File: src/rtl/mem_access_pkg.sv
// Shared definitions for the memory stage: funct3 size codes, exception codes, FSM states.
package mem_access_pkg;

  localparam logic [2:0] F3_B  = 3'b000;
  localparam logic [2:0] F3_H  = 3'b001;
  localparam logic [2:0] F3_W  = 3'b010;
  localparam logic [2:0] F3_BU = 3'b100;
  localparam logic [2:0] F3_HU = 3'b101;

  localparam logic [1:0] EXC_NONE     = 2'b00;
  localparam logic [1:0] EXC_MISALIGN = 2'b01;
  localparam logic [1:0] EXC_TIMEOUT  = 2'b10;
  localparam logic [1:0] EXC_ILLEGAL  = 2'b11;

  typedef enum logic [0:0] {
    StIdle,
    StReq
  } state_e;

  function automatic logic load_f3_legal(input logic [2:0] f3);
    return (f3 == F3_B) || (f3 == F3_H) || (f3 == F3_W) || (f3 == F3_BU) || (f3 == F3_HU);
  endfunction

  function automatic logic store_f3_legal(input logic [2:0] f3);
    return (f3 == F3_B) || (f3 == F3_H) || (f3 == F3_W);
  endfunction

  // Size is carried in funct3[1:0]; the unsigned flag does not affect alignment.
  function automatic logic is_misaligned(input logic [2:0] f3, input logic [1:0] lo);
    logic res;
    case (f3[1:0])
      2'b01:   res = lo[0];
      2'b10:   res = (lo != 2'b00);
      default: res = 1'b0;
    endcase
    return res;
  endfunction

endpackage

File: src/rtl/mem_access_load_extend.sv
// Load lane selection and sign/zero extension of a 32-bit memory word.
module mem_access_load_extend
  import mem_access_pkg::*;
(
  input  logic [31:0] rdata,
  input  logic [1:0]  addr_lo,
  input  logic [2:0]  funct3,
  output logic [31:0] data
);

  logic [7:0]  byte_v;
  logic [15:0] half_v;

  // Pick the addressed lane, then extend according to the access type.
  always_comb begin
    byte_v = rdata[8*addr_lo +: 8];
    half_v = addr_lo[1] ? rdata[31:16] : rdata[15:0];
    case (funct3)
      F3_B:    data = {{24{byte_v[7]}}, byte_v};
      F3_H:    data = {{16{half_v[15]}}, half_v};
      F3_BU:   data = {24'h0, byte_v};
      F3_HU:   data = {16'h0, half_v};
      default: data = rdata;
    endcase
  end

endmodule

File: src/rtl/mem_access.sv
// Memory stage: one load/store per accepted op over a req/ack port, with timeout.
module mem_access
  import mem_access_pkg::*;
#(
  parameter int unsigned WIDTH   = 32,
  parameter int unsigned TIMEOUT = 16
) (
  input  logic               clk,
  input  logic               rst_n,
  input  logic               in_valid,
  output logic               in_ready,
  input  logic [WIDTH-1:0]   alu_result,
  input  logic [WIDTH-1:0]   store_data,
  input  logic               mem_read,
  input  logic               mem_write,
  input  logic [2:0]         funct3,
  input  logic [4:0]         rd,
  output logic               dmem_req,
  output logic               dmem_we,
  output logic [WIDTH-1:0]   dmem_addr,
  output logic [WIDTH-1:0]   dmem_wdata,
  output logic [WIDTH/8-1:0] dmem_wstrb,
  input  logic               dmem_ack,
  input  logic [WIDTH-1:0]   dmem_rdata,
  output logic               out_valid,
  output logic [WIDTH-1:0]   out_data,
  output logic [4:0]         out_rd,
  output logic [1:0]         out_exc
);

  localparam int unsigned CntW = (TIMEOUT > 1) ? $clog2(TIMEOUT) : 1;
  localparam logic [CntW-1:0] CntLast = CntW'(TIMEOUT - 1);

  state_e              state_q, state_d;
  logic [CntW-1:0]     cnt_q, cnt_d;
  logic                we_q, we_d;
  logic [WIDTH-1:0]    addr_q, addr_d;
  logic [WIDTH-1:0]    wdata_q, wdata_d;
  logic [WIDTH/8-1:0]  wstrb_q, wstrb_d;
  logic [2:0]          f3_q, f3_d;
  logic [1:0]          lo_q, lo_d;
  logic [4:0]          op_rd_q, op_rd_d;
  logic                out_valid_q, out_valid_d;
  logic [WIDTH-1:0]    out_data_q, out_data_d;
  logic [4:0]          out_rd_q, out_rd_d;
  logic [1:0]          out_exc_q, out_exc_d;

  logic                is_mem;
  logic                illegal;
  logic                misaligned;
  logic [WIDTH-1:0]    st_wdata;
  logic [WIDTH/8-1:0]  st_wstrb;
  logic [WIDTH-1:0]    load_val;

  mem_access_load_extend u_load_extend (
    .rdata   (dmem_rdata),
    .addr_lo (lo_q),
    .funct3  (f3_q),
    .data    (load_val)
  );

  // Decode the presented op: legality, alignment and store lane/strobe placement.
  always_comb begin
    is_mem     = mem_read | mem_write;
    illegal    = (mem_read & mem_write) |
                 (mem_read & ~load_f3_legal(funct3)) |
                 (mem_write & ~store_f3_legal(funct3));
    misaligned = is_misaligned(funct3, alu_result[1:0]);
    case (funct3[1:0])
      2'b00: begin
        st_wdata = {4{store_data[7:0]}};
        st_wstrb = 4'b0001 << alu_result[1:0];
      end
      2'b01: begin
        st_wdata = {2{store_data[15:0]}};
        st_wstrb = 4'b0011 << alu_result[1:0];
      end
      default: begin
        st_wdata = store_data;
        st_wstrb = 4'b1111;
      end
    endcase
  end

  // Next-state and result logic; out_valid defaults low so it only ever pulses.
  always_comb begin
    state_d     = state_q;
    cnt_d       = cnt_q;
    we_d        = we_q;
    addr_d      = addr_q;
    wdata_d     = wdata_q;
    wstrb_d     = wstrb_q;
    f3_d        = f3_q;
    lo_d        = lo_q;
    op_rd_d     = op_rd_q;
    out_valid_d = 1'b0;
    out_data_d  = out_data_q;
    out_rd_d    = out_rd_q;
    out_exc_d   = out_exc_q;

    unique case (state_q)
      StIdle: begin
        // Acks arriving here are stale and deliberately ignored.
        if (in_valid) begin
          if (!is_mem) begin
            out_valid_d = 1'b1;
            out_data_d  = alu_result;
            out_rd_d    = rd;
            out_exc_d   = EXC_NONE;
          end else if (illegal) begin
            out_valid_d = 1'b1;
            out_data_d  = '0;
            out_rd_d    = rd;
            out_exc_d   = EXC_ILLEGAL;
          end else if (misaligned) begin
            out_valid_d = 1'b1;
            out_data_d  = '0;
            out_rd_d    = rd;
            out_exc_d   = EXC_MISALIGN;
          end else begin
            state_d = StReq;
            cnt_d   = '0;
            we_d    = mem_write;
            addr_d  = {alu_result[WIDTH-1:2], 2'b00};
            wdata_d = mem_write ? st_wdata : '0;
            wstrb_d = mem_write ? st_wstrb : '0;
            f3_d    = funct3;
            lo_d    = alu_result[1:0];
            op_rd_d = rd;
          end
        end
      end
      StReq: begin
        // Ack takes priority over the timeout on the limiting edge.
        if (dmem_ack) begin
          state_d     = StIdle;
          out_valid_d = 1'b1;
          out_data_d  = we_q ? '0 : load_val;
          out_rd_d    = op_rd_q;
          out_exc_d   = EXC_NONE;
        end else if (cnt_q == CntLast) begin
          state_d     = StIdle;
          out_valid_d = 1'b1;
          out_data_d  = '0;
          out_rd_d    = op_rd_q;
          out_exc_d   = EXC_TIMEOUT;
        end else begin
          cnt_d = cnt_q + 1'b1;
        end
      end
      default: state_d = StIdle;
    endcase
  end

  // State and output registers with synchronous reset; reset abandons any open request.
  always_ff @(posedge clk) begin
    if (!rst_n) begin
      state_q     <= StIdle;
      cnt_q       <= '0;
      we_q        <= 1'b0;
      addr_q      <= '0;
      wdata_q     <= '0;
      wstrb_q     <= '0;
      f3_q        <= '0;
      lo_q        <= '0;
      op_rd_q     <= '0;
      out_valid_q <= 1'b0;
      out_data_q  <= '0;
      out_rd_q    <= '0;
      out_exc_q   <= '0;
    end else begin
      state_q     <= state_d;
      cnt_q       <= cnt_d;
      we_q        <= we_d;
      addr_q      <= addr_d;
      wdata_q     <= wdata_d;
      wstrb_q     <= wstrb_d;
      f3_q        <= f3_d;
      lo_q        <= lo_d;
      op_rd_q     <= op_rd_d;
      out_valid_q <= out_valid_d;
      out_data_q  <= out_data_d;
      out_rd_q    <= out_rd_d;
      out_exc_q   <= out_exc_d;
    end
  end

  assign in_ready   = (state_q == StIdle);
  assign dmem_req   = (state_q == StReq);
  assign dmem_we    = we_q;
  assign dmem_addr  = addr_q;
  assign dmem_wdata = wdata_q;
  assign dmem_wstrb = wstrb_q;
  assign out_valid  = out_valid_q;
  assign out_data   = out_data_q;
  assign out_rd     = out_rd_q;
  assign out_exc    = out_exc_q;

endmodule

File: config.mk
export PLATFORM = sky130hd
export DESIGN_NAME = mem_access
export DESIGN_NICKNAME = d
export VERILOG_FILES = /design/src/rtl/mem_access_pkg.sv /design/src/rtl/mem_access_load_extend.sv /design/src/rtl/mem_access.sv
export SDC_FILE = /design/constraint.sdc
export NUM_CORES = 1
export LEC_CHECK = 0
export CAP_MARGIN = 20
export CORE_ASPECT_RATIO = 1.5
export CORE_UTILIZATION = 30
export CTS_BUF_LIST = sky130_fd_sc_hd__clkbuf_8
export DETAILED_ROUTE_END_ITERATION = 6
export HOLD_SLACK_MARGIN = 0.1
export SYNTH_ARGS = -nofsm -noshare
export SYNTH_HDL_FRONTEND = slang
export SYNTH_SLANG_ARGS = --single-unit
File: constraint.sdc
create_clock -name clk -period 3.99 [get_ports clk]
set_clock_uncertainty 0.15 [all_clocks]
set_input_delay 1.197 -clock clk [delete_from_list [all_inputs] [get_ports clk]]
set_output_delay 1.197 -clock clk [all_outputs]
set_load 0.02 [all_outputs]
==> summary.txt <==
=====================================================================================
Result of the run ......................................................    completed
Number of synthesis warnings ...........................................            0
Final Hold Fails .......................................................            0
Signal arrival time at the worst endpoint ..............................      3.61 ns
Clock net sink count ...................................................          122
Global-route wire length before repair .................................      30.2 mm
Place WS ...............................................................    0.0857 ns
Crit start category ....................................................   input port
Count of unique library cells instantiated by Yosys ....................           49
Number of buffers added for setup after CTS ............................            0
Top flip-flop cell by instance count after synthesis ................... sky130_fd_sc_hd__dfxtp_1
Share of the clock period used by the worst path after layout ..........        0.863
Critical path capture point type .......................................         flop
Highest fanout seen on the critical path ...............................           19
Remaining DRCs .........................................................            0
Total overflow reported by the global router ...........................            0
Final total power ......................................................      3200 µW
Sequential cell area ...................................................     2440 µm²
Top area cells in the synthesized netlist .............................. sky130_fd_sc_hd__dfxtp_1, sky130_fd_sc_hd__nand2_1, sky130_fd_sc_hd__a21boi_1, sky130_fd_sc_hd__a21oi_1, sky130_fd_sc_hd__mux2i_1
Most used cells in the layout excluding fill and tap cells ............. sky130_fd_sc_hd__clkdlybuf4s50_1, sky130_fd_sc_hd__dfxtp_1, sky130_fd_sc_hd__nand2_1
Starting DRC count in detailed routing .................................          232
Number of buffers added to fix hold violations after cts ...............            0
Number of I/O pins .....................................................          221
Routed vias ............................................................         5621
Largest voltage drop on the vdd net ....................................       197 µV
Detail Route Antenna Nets ..............................................            0
Slew of the pin with the lowest slew margin ............................     0.615 ns
Master of the slowest instance on the critical path .................... sky130_fd_sc_hd__or3_2
Count of final setup violators .........................................            0
Via-per-instance ratio .................................................         5.01
Clk root buf ........................................................... sky130_fd_sc_hd__clkbuf_8
Number of antenna violations at the first check in global routing ......            0
Insertion delay of the later-clocked pin in the worst-skew pair ........      0.43 ns
TritonCTS clock tree ...................................................          yes
Level count of the clock H-tree ........................................            4
Average size of a mapped cell ..........................................     8.76 µm²
Antenna diode instance count ...........................................            0
Area growth from synthesis to layout ...................................        48.5%
Final wirelength .......................................................      20.0 mm
Number of slew-limit violations in the final report ....................            0
Vias in the first global route .........................................         5550
Gates resized, CTS repair ..............................................            0
Number of enable flip-flop cells after synthesis .......................            0
FP Rows ................................................................           61
Multi-input logic area .................................................     2970 µm²
Pin count of the biggest net entering global routing ...................           79
Share of final-layout standard cells stronger than drive strength 1 ....       0.0964
Number of CTS-inserted buffers .........................................           17
Sequential fraction of the synthesis area ..............................        0.426
Cell Area, Synth .......................................................     5740 µm²
Fill cell total of the finished layout .................................         1924
Cells after synthesis ..................................................          655
Library cell with the largest summed area after synthesis .............. sky130_fd_sc_hd__dfxtp_1
Static leakage .........................................................   0.00317 µW
Hold slack .............................................................     0.301 ns
Weighted congestion at the end of routability-driven global placement ..        0.818
Detail-routed net length per standard cell .............................      17.8 µm
Maximum achievable frequency ...........................................      290 MHz
TNS Setup ..............................................................         0 ns
CP required ............................................................      4.15 ns
Final critical path time including I/O delays and setup ................      3.44 ns
Floorplan die height ...................................................       171 µm
Most frequent standard cell in the layout excluding fill and tap cells . sky130_fd_sc_hd__clkdlybuf4s50_1
Flip-flop and latch count after synthesis ..............................          122
Cells along the critical path .......................................... clkdlybuf4s50_1 -> inv_1 -> ha_1 -> o211ai_1 -> nand2_1 -> or3_2 -> and2_1 -> buf_4 -> a22o_1
Unrepaired setup endpoints after global routing ........................        false
Port buffer count ......................................................          218
Share of flip-flops with an asynchronous set or reset ..................            0
Utilization of the core after routing ..................................        0.458
# Max-Cap Violations ...................................................            0
CTS Buffer Depth .......................................................            2
Starting utilization of the core area ..................................        0.308
Path type of the worst min-delay path .................................. flop to flop
Worst slew margin ......................................................        0.590
DIE AREA ...............................................................    19700 µm²
Total global routing track utilization .................................        0.203
Power Density ..........................................................   376 nW/µm²
Router iterations before antenna repair ................................            5
Nets@finish ............................................................          973
Share of the synthesized area in the top cell type .....................        0.426
Final HPWL from detailed placement .....................................      14.4 mm
Core outline area ......................................................    18600 µm²
Die W ..................................................................       115 µm
Critical path's largest stage delay ....................................      0.60 ns
Clock slew seen by the registers of the worst setup and hold paths .....      0.08 ns
PnR worst setup slack ..................................................     0.546 ns
Type of the worst setup path ........................................... input port to flop
=====================================================================================
==> worst paths after layout <==
kind,startpoint,end,slack [ns],cells past startpoint
setup / recovery,funct3[1],dmem_wstrb[1],0.55,9
setup reg to reg,f3_q[0],out_data[6],1.68,5
hold reg to reg,dmem_wdata[17],dmem_wdata[17],0.30,2
hold / removal,dmem_wdata[17],dmem_wdata[17],0.30,2
==> state kept, by name, indices dropped and copies added (netlist names) <==
signal      cells
dmem_wdata     32
out_data       32
dmem_addr      30
op_rd_q         5
out_rd          5
cnt_q           4
dmem_wstrb      4
f3_q            3
lo_q            2
out_exc         2
dmem_req        1
dmem_we         1
out_valid       1
==> final cells by class <==
class | count | share of cell area
repair buffers | 244 | 0.280
flip-flops and latches | 122 | 0.287
inverters | 6 | 0.00264
clock buffers | 17 | 0.0275
clock inverters | 14 | 0.0175
multi-input cells | 468 | 0.349
well taps | 252 | 0.0370
==> layer usage <==
metal,vias up,global-route usage,wire length (µm)
li1,2766,-,-
met1,2638,0.219,8030
met2,193,0.368,10200
met3,24,0.0564,1200
met4,0,0.0858,504
met5,-,0,0
==> stage by stage <==
| stage | area, µm² | std cells |
|---|---|---|
| after floorplan | 5740 | 656 |
| after global placement | 8140 | 1092 |
| after detailed placement | 8140 | 1092 |
| after CTS | 8520 | 1123 |
| after global routing | 8520 | 1123 |
| final | 8520 | 1123 |
==> kinds of logic (layout without fill, tap and decap cells) <==
family,Yosys count,in the layout,share of synthesized area
other,1,2,0.000653
adders and majority gates,4,4,0.00872
and+or+nand+nor,174,174,0.131
xor gates and xnor gates,2,2,0.00305
DFF,122,122,0.426
buffers and inverters,66,281,0.0591
muxes,31,31,0.0619
AOI/OAI and AO/OA,255,255,0.310
==> cells in the mapped netlist (8+ instances only) <==
library cell and n:
sky130_fd_sc_hd__nor2_1 19, sky130_fd_sc_hd__a21boi_1 48, sky130_fd_sc_hd__nand3_1 14, sky130_fd_sc_hd__mux2i_1 22, sky130_fd_sc_hd__o2bb2ai_1 13, sky130_fd_sc_hd__nand2_1 111, sky130_fd_sc_hd__buf_2 13, sky130_fd_sc_hd__dfxtp_1 122
sky130_fd_sc_hd__a32oi_1 8, sky130_fd_sc_hd__clkbuf_1 32, sky130_fd_sc_hd__o221a_2 8, sky130_fd_sc_hd__nor2b_1 16, sky130_fd_sc_hd__o22ai_1 8, sky130_fd_sc_hd__a22o_1 20, sky130_fd_sc_hd__o21ai_0 42, sky130_fd_sc_hd__a21oi_1 65
sky130_fd_sc_hd__a2bb2oi_1 16
==> power by group <==
part	switching (µW)	total [µW]	internal, µW
combinational	392	755	363
clock	547	1100	555
sequential	46.3	1340	1300
==> worst max-delay path: cells and delay by family <==
family          cells  cell delay [ns]
simple gates        3             0.93
buf+inv             3             0.83
compound gates      2             0.42
fa+ha+maj           1             0.22
No activity file was read; power rests on OpenSTA's default activity.
